[src/rtl/snake_pkg.sv]
// snake_collision shared types: coordinates, points, grid constants, FSM states.
// Also a helper that clamps a raw snake length into 1..MAX_LEN.
package snake_pkg;

    localparam int COORD_W = 4;
    localparam int GRID_W  = 12;
    localparam int GRID_H  = 8;
    localparam int MAX_LEN = 50;
    localparam int LEN_W   = $clog2(MAX_LEN + 1);

    typedef logic [COORD_W-1:0] coord_t;
    typedef logic [LEN_W-1:0]   len_t;

    typedef struct packed {
        coord_t x;
        coord_t y;
    } point_t;

    typedef enum logic [1:0] {
        IDLE,
        CHECK,
        SCAN,
        REPORT
    } coll_state_t;

    function automatic len_t clamp_len(input len_t len);
        if (len == '0)
            return len_t'(1);
        if (len > len_t'(MAX_LEN))
            return len_t'(MAX_LEN);
        return len;
    endfunction

endpackage

[src/rtl/snake_collision_if.sv]
// snake_collision bus: step/head/apple/length in, body memory read port,
// collision pulses and busy out. slave = collision unit, master = its environment.
interface snake_collision_if;
    import snake_pkg::*;

    logic   step;
    coord_t head_x;
    coord_t head_y;
    coord_t apple_x;
    coord_t apple_y;
    len_t   snake_len;
    len_t   body_rd_addr;
    coord_t body_rd_x;
    coord_t body_rd_y;
    logic   good_coll;
    logic   bad_coll;
    logic   busy;

    modport slave (
        input  step, head_x, head_y,
        input  apple_x, apple_y, snake_len,
        input  body_rd_x, body_rd_y,
        output body_rd_addr,
        output good_coll, bad_coll, busy
    );

    modport master (
        output step, head_x, head_y,
        output apple_x, apple_y, snake_len,
        output body_rd_x, body_rd_y,
        input  body_rd_addr,
        input  good_coll, bad_coll, busy
    );

endinterface

[src/rtl/snake_collision_point_eq.sv]
// point_eq: combinational equality of two grid points.
// Ports: a, b (point_t) in; eq out, high when both coordinates match.
module point_eq
    import snake_pkg::*;
(
    input  point_t a,
    input  point_t b,
    output logic   eq
);

    assign eq = (a.x == b.x) && (a.y == b.y);

endmodule

[src/rtl/snake_collision.sv]
// snake_collision: per-step head check against walls, apple and body segments.
// Ports: clk, rst (async high), bus (snake_collision_if.slave). Macro: SNAKE_WALL_WRAP_EN.
module snake_collision
    import snake_pkg::*;
(
    input  logic clk,
    input  logic rst,
    snake_collision_if.slave bus
);

    localparam coord_t X_LIM = coord_t'(GRID_W);
    localparam coord_t Y_LIM = coord_t'(GRID_H);

    coll_state_t state;
    point_t      head;
    point_t      apple;
    point_t      seg;
    len_t        leff;
    len_t        last_idx;
    len_t        cmp_idx;
    len_t        addr_q;
    logic        apple_hit;
    logic        good_q;
    logic        bad_q;
    logic        busy_q;
    logic        apple_eq;
    logic        seg_eq;
    logic        oob;
    logic        scan_go;

    assign seg = point_t'({bus.body_rd_x, bus.body_rd_y});

    point_eq u_apple_eq (
        .a  (head),
        .b  (apple),
        .eq (apple_eq)
    );

    point_eq u_seg_eq (
        .a  (head),
        .b  (seg),
        .eq (seg_eq)
    );

`ifdef SNAKE_WALL_WRAP_EN
    assign oob = 1'b0;
`else
    assign oob = (head.x >= X_LIM) || (head.y >= Y_LIM);
`endif

    assign last_idx = leff - len_t'(1);
    assign scan_go  = (state == CHECK) && !oob
                    && (leff != len_t'(1));

    // Address 1 goes out during CHECK so its data is
    // ready for the first SCAN compare.
    assign bus.body_rd_addr = scan_go ? len_t'(1) : addr_q;
    assign bus.good_coll    = good_q;
    assign bus.bad_coll     = bad_q;
    assign bus.busy         = busy_q;

    always_ff @(posedge clk or posedge rst) begin
        if (rst) begin
            state     <= IDLE;
            head      <= '0;
            apple     <= '0;
            leff      <= '0;
            cmp_idx   <= '0;
            addr_q    <= '0;
            apple_hit <= 1'b0;
            good_q    <= 1'b0;
            bad_q     <= 1'b0;
            busy_q    <= 1'b0;
        end else begin
            case (state)
                IDLE: begin
                    if (bus.step) begin
                        head.x    <= bus.head_x;
                        head.y    <= bus.head_y;
                        apple.x   <= bus.apple_x;
                        apple.y   <= bus.apple_y;
                        leff      <= clamp_len(bus.snake_len);
                        apple_hit <= 1'b0;
                        busy_q    <= 1'b1;
                        state     <= CHECK;
                    end
                end
                CHECK: begin
                    apple_hit <= apple_eq;
                    if (scan_go) begin
                        addr_q  <= (leff > len_t'(2)) ? len_t'(2)
                                                      : len_t'(1);
                        cmp_idx <= len_t'(1);
                        state   <= SCAN;
                    end else begin
                        bad_q  <= oob;
                        good_q <= apple_eq & ~oob;
                        busy_q <= 1'b0;
                        state  <= REPORT;
                    end
                end
                SCAN: begin
                    if (seg_eq) begin
                        // Self-hit wins over an apple under the body.
                        bad_q  <= 1'b1;
                        busy_q <= 1'b0;
                        state  <= REPORT;
                    end else if (cmp_idx == last_idx) begin
                        good_q <= apple_hit;
                        busy_q <= 1'b0;
                        state  <= REPORT;
                    end else begin
                        cmp_idx <= cmp_idx + len_t'(1);
                        if (addr_q < last_idx)
                            addr_q <= addr_q + len_t'(1);
                    end
                end
                REPORT: begin
                    good_q <= 1'b0;
                    bad_q  <= 1'b0;
                    state  <= IDLE;
                end
                default: state <= IDLE;
            endcase
        end
    end

endmodule

[src/flat_wrapper.sv]
// flat-port wrapper written by rule: the top's interface ports become plain ports
module snake_collision_flat import snake_pkg::*;
  (clk, rst, bus_step, bus_head_x, bus_head_y, bus_apple_x, bus_apple_y, bus_snake_len, bus_body_rd_x, bus_body_rd_y, bus_body_rd_addr, bus_good_coll, bus_bad_coll, bus_busy);
  snake_collision_if bus_i ();
  input  logic clk;
  input  logic rst;
  input wire logic [$bits(bus_i.step)-1:0] bus_step;
  input wire logic [$bits(bus_i.head_x)-1:0] bus_head_x;
  input wire logic [$bits(bus_i.head_y)-1:0] bus_head_y;
  input wire logic [$bits(bus_i.apple_x)-1:0] bus_apple_x;
  input wire logic [$bits(bus_i.apple_y)-1:0] bus_apple_y;
  input wire logic [$bits(bus_i.snake_len)-1:0] bus_snake_len;
  input wire logic [$bits(bus_i.body_rd_x)-1:0] bus_body_rd_x;
  input wire logic [$bits(bus_i.body_rd_y)-1:0] bus_body_rd_y;
  output wire logic [$bits(bus_i.body_rd_addr)-1:0] bus_body_rd_addr;
  output wire logic [$bits(bus_i.good_coll)-1:0] bus_good_coll;
  output wire logic [$bits(bus_i.bad_coll)-1:0] bus_bad_coll;
  output wire logic [$bits(bus_i.busy)-1:0] bus_busy;
  assign bus_i.step = bus_step;
  assign bus_i.head_x = bus_head_x;
  assign bus_i.head_y = bus_head_y;
  assign bus_i.apple_x = bus_apple_x;
  assign bus_i.apple_y = bus_apple_y;
  assign bus_i.snake_len = bus_snake_len;
  assign bus_i.body_rd_x = bus_body_rd_x;
  assign bus_i.body_rd_y = bus_body_rd_y;
  assign bus_body_rd_addr = bus_i.body_rd_addr;
  assign bus_good_coll = bus_i.good_coll;
  assign bus_bad_coll = bus_i.bad_coll;
  assign bus_busy = bus_i.busy;
  snake_collision u_core (.clk(clk), .rst(rst), .bus(bus_i));
endmodule
[config.mk]
export PLATFORM = sky130hd
export DESIGN_NAME = snake_collision_flat
export DESIGN_NICKNAME = d
export VERILOG_FILES = /design/src/rtl/snake_pkg.sv /design/src/rtl/snake_collision_if.sv /design/src/rtl/snake_collision_point_eq.sv /design/src/rtl/snake_collision.sv /design/src/flat_wrapper.sv
export SDC_FILE = /design/constraint.sdc
export NUM_CORES = 1
export LEC_CHECK = 0
export ABC_AREA = 1
export CAP_MARGIN = 15
export CORE_MARGIN = 2
export CORE_UTILIZATION = 35
export DETAILED_ROUTE_END_ITERATION = 6
export PLACE_DENSITY = 0.66
export SLEW_MARGIN = 20
export SYNTH_ARGS = -nofsm -noshare
export SYNTH_HDL_FRONTEND = slang
export SYNTH_SLANG_ARGS = --single-unit
export TNS_END_PERCENT = 1
[constraint.sdc]
create_clock -name clk -period 2.5 [get_ports clk]
set_input_delay 0.375 -clock clk [delete_from_list [all_inputs] [get_ports clk]]
set_output_delay 0.375 -clock clk [all_outputs]
set_load 0.02 [all_outputs]
# Word level (Yosys, flattened, before mapping)

Index checks and enable logic that the tools add are counted.

$lt $le $gt $ge: 5
$add $sub $neg: 3
Reductions and logical operators: 20
Equality and inequality tests: 18
Bitwise operators: 2
Mux-type cells: 41

Operators with widths:

| operator                                                  | count |
|---|---|
| 2-to-1 mux 6 bit                                          | 12 |
| one-hot mux 6 bit (2 select lines)                        | 2 |
| 2-to-1 mux 1 bit                                          | 18 |
| equality test 4 bit                                       | 4 |
| adder 6 x 1 -> 6 bit (second input constant)              | 2 |
| AND reduction 4 bit                                       | 3 |
| one-hot mux 1 bit (3 select lines)                        | 3 |
| greater-or-equal comparator 4 bit (second input constant) | 2 |
| 2-to-1 mux 2 bit                                          | 4 |
| != test 2 x 1 -> 1 bit (second input constant)            | 4 |
| != test 2 bit (second input constant)                     | 4 |
| one-hot mux 2 bit (4 select lines)                        | 1 |
| equality test 6 bit                                       | 1 |
| > comparator 6 x 2 -> 1 bit (second input constant)       | 1 |
| > comparator 6 bit (second input constant)                | 1 |
| zero test 6 bit                                           | 1 |
| < comparator 6 bit                                        | 1 |
| != test 6 x 1 -> 1 bit (second input constant)            | 1 |
| AND reduction 2 bit                                       | 3 |
| nonzero test 3 bit                                        | 2 |
| subtractor 6 x 1 -> 6 bit (second input constant)         | 1 |
| AND reduction 5 bit                                       | 1 |
| equality test 2 bit (second input constant)               | 2 |
| logical AND 1 bit                                         | 4 |
| 10 further kinds                                          | 11 |

Register bits after elaboration: 40
Logic and storage cells: 101
Output and inout port bits: 9

# Depth between registers and ports, before layout

Gate-level depths: netlist of the first run.

Depth in word-level cells: 9
Gate-level depth with buffers: 15
Depth with buffers taken out: 14

# Hierarchy

From an unflattened synthesis of the first run, not the netlist that was laid out.

Cells, all modules: 423
Area, all modules: 2798.9 um2

Modules (own cells, without submodules):

| module          | instances | cells each | area each (um2) |
|---|---|---|---|
| snake_collision | 1         | 335        | 2468.6 |
| point_eq        | 2         | 44         | 165.2 |

# Worst setup path before layout of the first run

OpenSTA, ideal clock, no wires.

Path type: register to register
From: reg u_core.leff[0]
To: reg u_core.addr_q[1]
Slack: 0.402 ns
Cell stages (with the launch flop): 16
Arrival: 1.974 ns
Buffers on the path: 1
Data required time: 2.376 ns
Cell sequence: dfrtp_1 inv_2 ha_1 nand2_1 nand2_1 nand2_1 ha_1 nand2_1 o21ai_0 a21oi_1 nand3_1 nand2_1 nand3_2 buf_12 nand2_2 o21ai_2

Cells in the longest elaborated chain, start to end: 4
Elaborated cells between the ends (all ways): 13

RTL lines:

| item                                                                                       | line                   | text |
|---|---|---|
| start: declaration                                                                         | snake_collision.sv:18  | `len_t leff;` |
| start signal: assignment                                                                   | snake_collision.sv:82  | `leff <= clamp_len(bus.snake_len);` |
| subtractor 6 x 1 -> 6 bit (tied with other cells)                                          | snake_collision.sv:51  | `assign last_idx = leff - len_t'(1);` |
| < comparator 6 bit (tied with other cells)                                                 | snake_collision.sv:114 | `if (addr_q < last_idx)` |
| != test 2 x 1 -> 1 bit (no line) (tied with other cells)                                   | n/a                    |  |
| AND reduction 5 bit (no line) / one-hot mux 6 bit (2 select lines) (equally long branches) | n/a                    |  |
| end signal: assignment                                                                     | snake_collision.sv:91  | `addr_q <= (leff > len_t'(2)) ? len_t'(2)` |
| end signal: assignment                                                                     | snake_collision.sv:115 | `addr_q <= addr_q + len_t'(1);` |
| end: declaration                                                                           | snake_collision.sv:21  | `len_t addr_q;` |

Several ways; a longest one is shown, not always the timed one. The select of a mux whose other input is x is not followed.
A chain may end at the register's enable or synchronous reset.

# Worst setup path after layout of the first run

From: reg u_core.state[1]
To: out bus_body_rd_addr[3]

Cells in the longest elaborated chain, start to end: 4

RTL lines:

| item                         | line                  | text |
|---|---|---|
| start: declaration           | snake_collision.sv:14 | `coll_state_t state;` |
| start signal: assignment     | snake_collision.sv:64 | `state <= IDLE;` |
| start signal: assignment     | snake_collision.sv:85 | `state <= CHECK;` |
| start signal: assignment     | snake_collision.sv:94 | `state <= SCAN;` |
| equality test 2 x 1 -> 1 bit | snake_collision.sv:52 | `assign scan_go = (state == CHECK) && !oob` |
| logical AND 1 bit            | snake_collision.sv:52 |  |
| logical AND 1 bit            | snake_collision.sv:53 | `&& (leff != len_t'(1));` |
| 2-to-1 mux 6 bit             | snake_collision.sv:57 | `assign bus.body_rd_addr = scan_go ? len_t'(1) : addr_q;` |
| end: declaration             | flat_wrapper.sv:15    | `output wire logic [$bits(bus_i.body_rd_addr)-1:0] bus_body_rd_addr;` |

No other way between the ends.

==> results of run 1 <==
-- power by group --
group | total (mW) | switching [mW] | internal (mW)
logic | 2.09 | 1.25 | 0.839
registers | 1.21 | 0.310 | 0.900
clock network | 0.404 | 0.214 | 0.190
-- worst max path at each step --
stage,start,cells after the start,to,slack (ns)
floorplan,u_core.leff[0],15,u_core.addr_q[1],0.40
global placement,u_core.leff[0],14,u_core.addr_q[4],0.16
detailed placement,u_core.leff[0],14,u_core.addr_q[5],0.06
CTS,u_core.state[1],7,bus_body_rd_addr[0],0.04
global route,u_core.leff[0],14,u_core.addr_q[4],0.02
finish,u_core.state[1],8,bus_body_rd_addr[3],0.19
-- per-layer routing --
layer / GRT usage (%) / part of all wire, %
met1: 18.3 / 47
met2: 26.2 / 47
met3: 2.47 / 3.6
met4: 5.47 / 2.1
met5: 0 / 0
-- worst max-delay path, delay by kind of cell (launching register included) --
family	cells	cell delay, ns
adders and majority gates	1	0.24
buffers and inverters	4	0.67
DFF	1	0.43
and+or+nand+nor	3	0.31
-- cell usage in the layout (no fill, tap or decap), drive strengths merged --
| master | Yosys | final |
|---|---|---|
| o21ai | 26 | 26 |
| xor2 | 1 | 1 |
| a21boi | 1 | 1 |
| a21o | 1 | 1 |
| clkinv | 1 | 2 |
| dfrtp | 40 | 40 |
| dlymetal6s2s | 0 | 1 |
| or2 | 2 | 2 |
| o22ai | 1 | 1 |
| nor4 | 1 | 1 |
| nand3 | 28 | 28 |
| dlygate4sd2 | 0 | 5 |
| nor3 | 2 | 2 |
| ha | 15 | 15 |
| a31oi | 1 | 1 |
| nand2 | 138 | 138 |
| nand4 | 5 | 5 |
| buf | 3 | 5 |
| clkbuf | 5 | 6 |
| o31ai | 1 | 1 |
| nor2 | 29 | 29 |
| a21oi | 7 | 7 |
| clkdlybuf4s50 | 0 | 35 |
| nand3b | 3 | 3 |
| inv | 32 | 32 |
| xnor2 | 16 | 16 |
| a221oi | 1 | 1 |
-- final cells by class --
class / instances / area share [%]
clock buffer: 6 / 2.20
clock inverter: 1 / 0.152
inverter: 33 / 3.83
multi-input combinational: 279 / 46.2
sequential: 40 / 30.3
tap: 102 / 3.86
timing repair buffer: 46 / 13.4
-- per-stage QoR --
stage / util, % / std cells
finish: 43.4 / 507
global route: 43.4 / 507
CTS: 43.2 / 507
detailed placement: 42.3 / 500
global placement: 42.3 / 500
floorplan: - / 360
-- cell families after synthesis --
kind of cell | Yosys count | synth area share, %
buf+inv | 41 | 6.77
xor+xnor | 17 | 5.52
simple gates | 208 | 34.2
fa+ha+maj | 15 | 6.96
flops | 40 | 37.1
compound gates | 39 | 9.42
-- flip-flops by register name (all words and copies together), names as in the netlist --
signal / count
u_core.addr_q: 6
u_core.apple: 8
u_core.apple_hit: 1
u_core.bus.bad_coll: 1
u_core.bus.busy: 1
u_core.bus.good_coll: 1
u_core.cmp_idx: 6
u_core.head: 8
u_core.leff: 6
u_core.state: 2
-- repair_timing --
item                       CTS  global route
gates cloned                 0             0
pin swaps                    0             0
resized for setup            5             5
setup endpoints to repair    5             7
==> flow_summary.toml, run 1 <==
[run_status]
outcome = "finished, final reports clean"

[routing]
first_pass_iters = 4
antenna_left = 0
vias = 2374
wl_mm = 5.83
viasPerCell = 4.68
wire_per_inst_um = 11.5
drc_errors = 0
drt-initial-drc-count = 115

[cts]
clockBufferDepth = 2
clkSinkCount = 40
tritoncts = "yes"
clockRootBuffer = "clkbuf_8"
htreeDepth = 2
cts_made_buffers = 5
clkTransAtPathRegs_ns = 0.07
hold_buffers = 0
clk_latency_ns = 0.29
cts_setup_buffers = 0

[synth]
netlist_instances = 360
avgSynthCellArea_um2 = 7.49
synth_edf_count = 0
synthTopCellsByArea = "dfrtp_1, nand2_1, ha_1"
ys_async_sr_fraction_pct = 100
yosysMostFrequentCell = "nand2_1"
netlist_area_um2 = 2700
ys_seq_area_share_pct = 37.1
yosys-top-cells-count = "nand2_1, dfrtp_1, inv_1"
synth_warnings = 0
yosysTopAreaCell = "dfrtp_1"
ys_ff_latch = 40
synth_cell_type_count = 34
syn-num-nets = 408
synth_top_area_share_pct = 37.1
dominantRegCellSynth = "dfrtp_1"

[timing]
drv_slew = 0
skew_ns = 0.00343
maxSlewHeadroom_pct = 66.1
rsz0062_at_grt = "false"
fin_crit_sh_pct = 92.4
setup_tns_ns = 0
setup_violations = 0
tightest_slew_ns = 0.508
final_hold_viol_count = 0
setup_ws_ns = 0.190
min_period_ns = 2.31
fmax_ghz = 0.433
whs_ns = 0.478

[die]
die_width_um = 91.8
start_util_pct = 35.5
ios = 42
die_height_um = 91.8
core_um2 = 7610
rows = 32
die_area_um2 = 8430

[setup_path]
crit_slowest_cell = "dfrtp_1"
r2r_start = "u_core.leff[3]"
worstPathRequired_ns = 2.12
critical_path_arrival_ns = 1.93
cp-start-kind = "register"
endpoint_kind = "output port"
rrSetupSlack_ns = 0.22
cpPeakStageDelay_ns = 0.43
cp_cell_sequence = "inv_1 -> ha_1 -> inv_1 -> nor2_1 -> nand2_2 -> inv_2 -> nor2_1 -> dlygate4sd2_1"
timing_worst_setup_path_type = "register to output port"
r2r-end = "u_core.addr_q[4]"
critPathMaxFanout = 6
ff2ff_path_depth = 13

[finish]
fillers = 778
nNetsFinal = 453
multiInputGateArea_um2 = 1530
syn_to_final_growth_pct = 22.4
layout-drive-gt1-share_pct = 12.6
seq_area_um2 = 1000
n_antenna_cell = 0
fin_area_um2 = 3300

[pwr]
vdd_ir_drop_max_v = 0.000377
p_leak_nw = 1.61
powerDensity_nw_per_um2 = 1120
finalPower_mw = 3.71

[global_route]
grtUsageTotal_pct = 14.9
grt_pass1_wl_mm = 10.3
antenna_found_initial = 0
grt_max_degree = 41
grt_overflow_total = 0
grt_pass1_vias = 2340

[worst_hold_path]
hold_path_end = "u_core.bus.busy"
hold_start = "u_core.bus.busy"
hold_path_class = "register to register"
holdPathStages = 2

[place]
place.port_buffers = 41
place_area_um2 = 3210
dpl_worst_slack_ns = 0.0616
gp_congestion = 0.901
detailed_place_hpwl_mm = 4.53

[run]
drv_cap = 0
(Power assumes the default switching activity.)
==> inputs of run 2 (changes only) <==
--- a/config.mk
+++ b/config.mk
@@ -6,7 +6,7 @@
 export NUM_CORES = 1
 export LEC_CHECK = 0
 export ABC_AREA = 1
-export CAP_MARGIN = 15
+export CAP_MARGIN = 20
 export CORE_MARGIN = 2
 export CORE_UTILIZATION = 35
 export DETAILED_ROUTE_END_ITERATION = 6
==> results of run 2 <==
The final DEF is identical to that of run 1; final timing and power are the same.
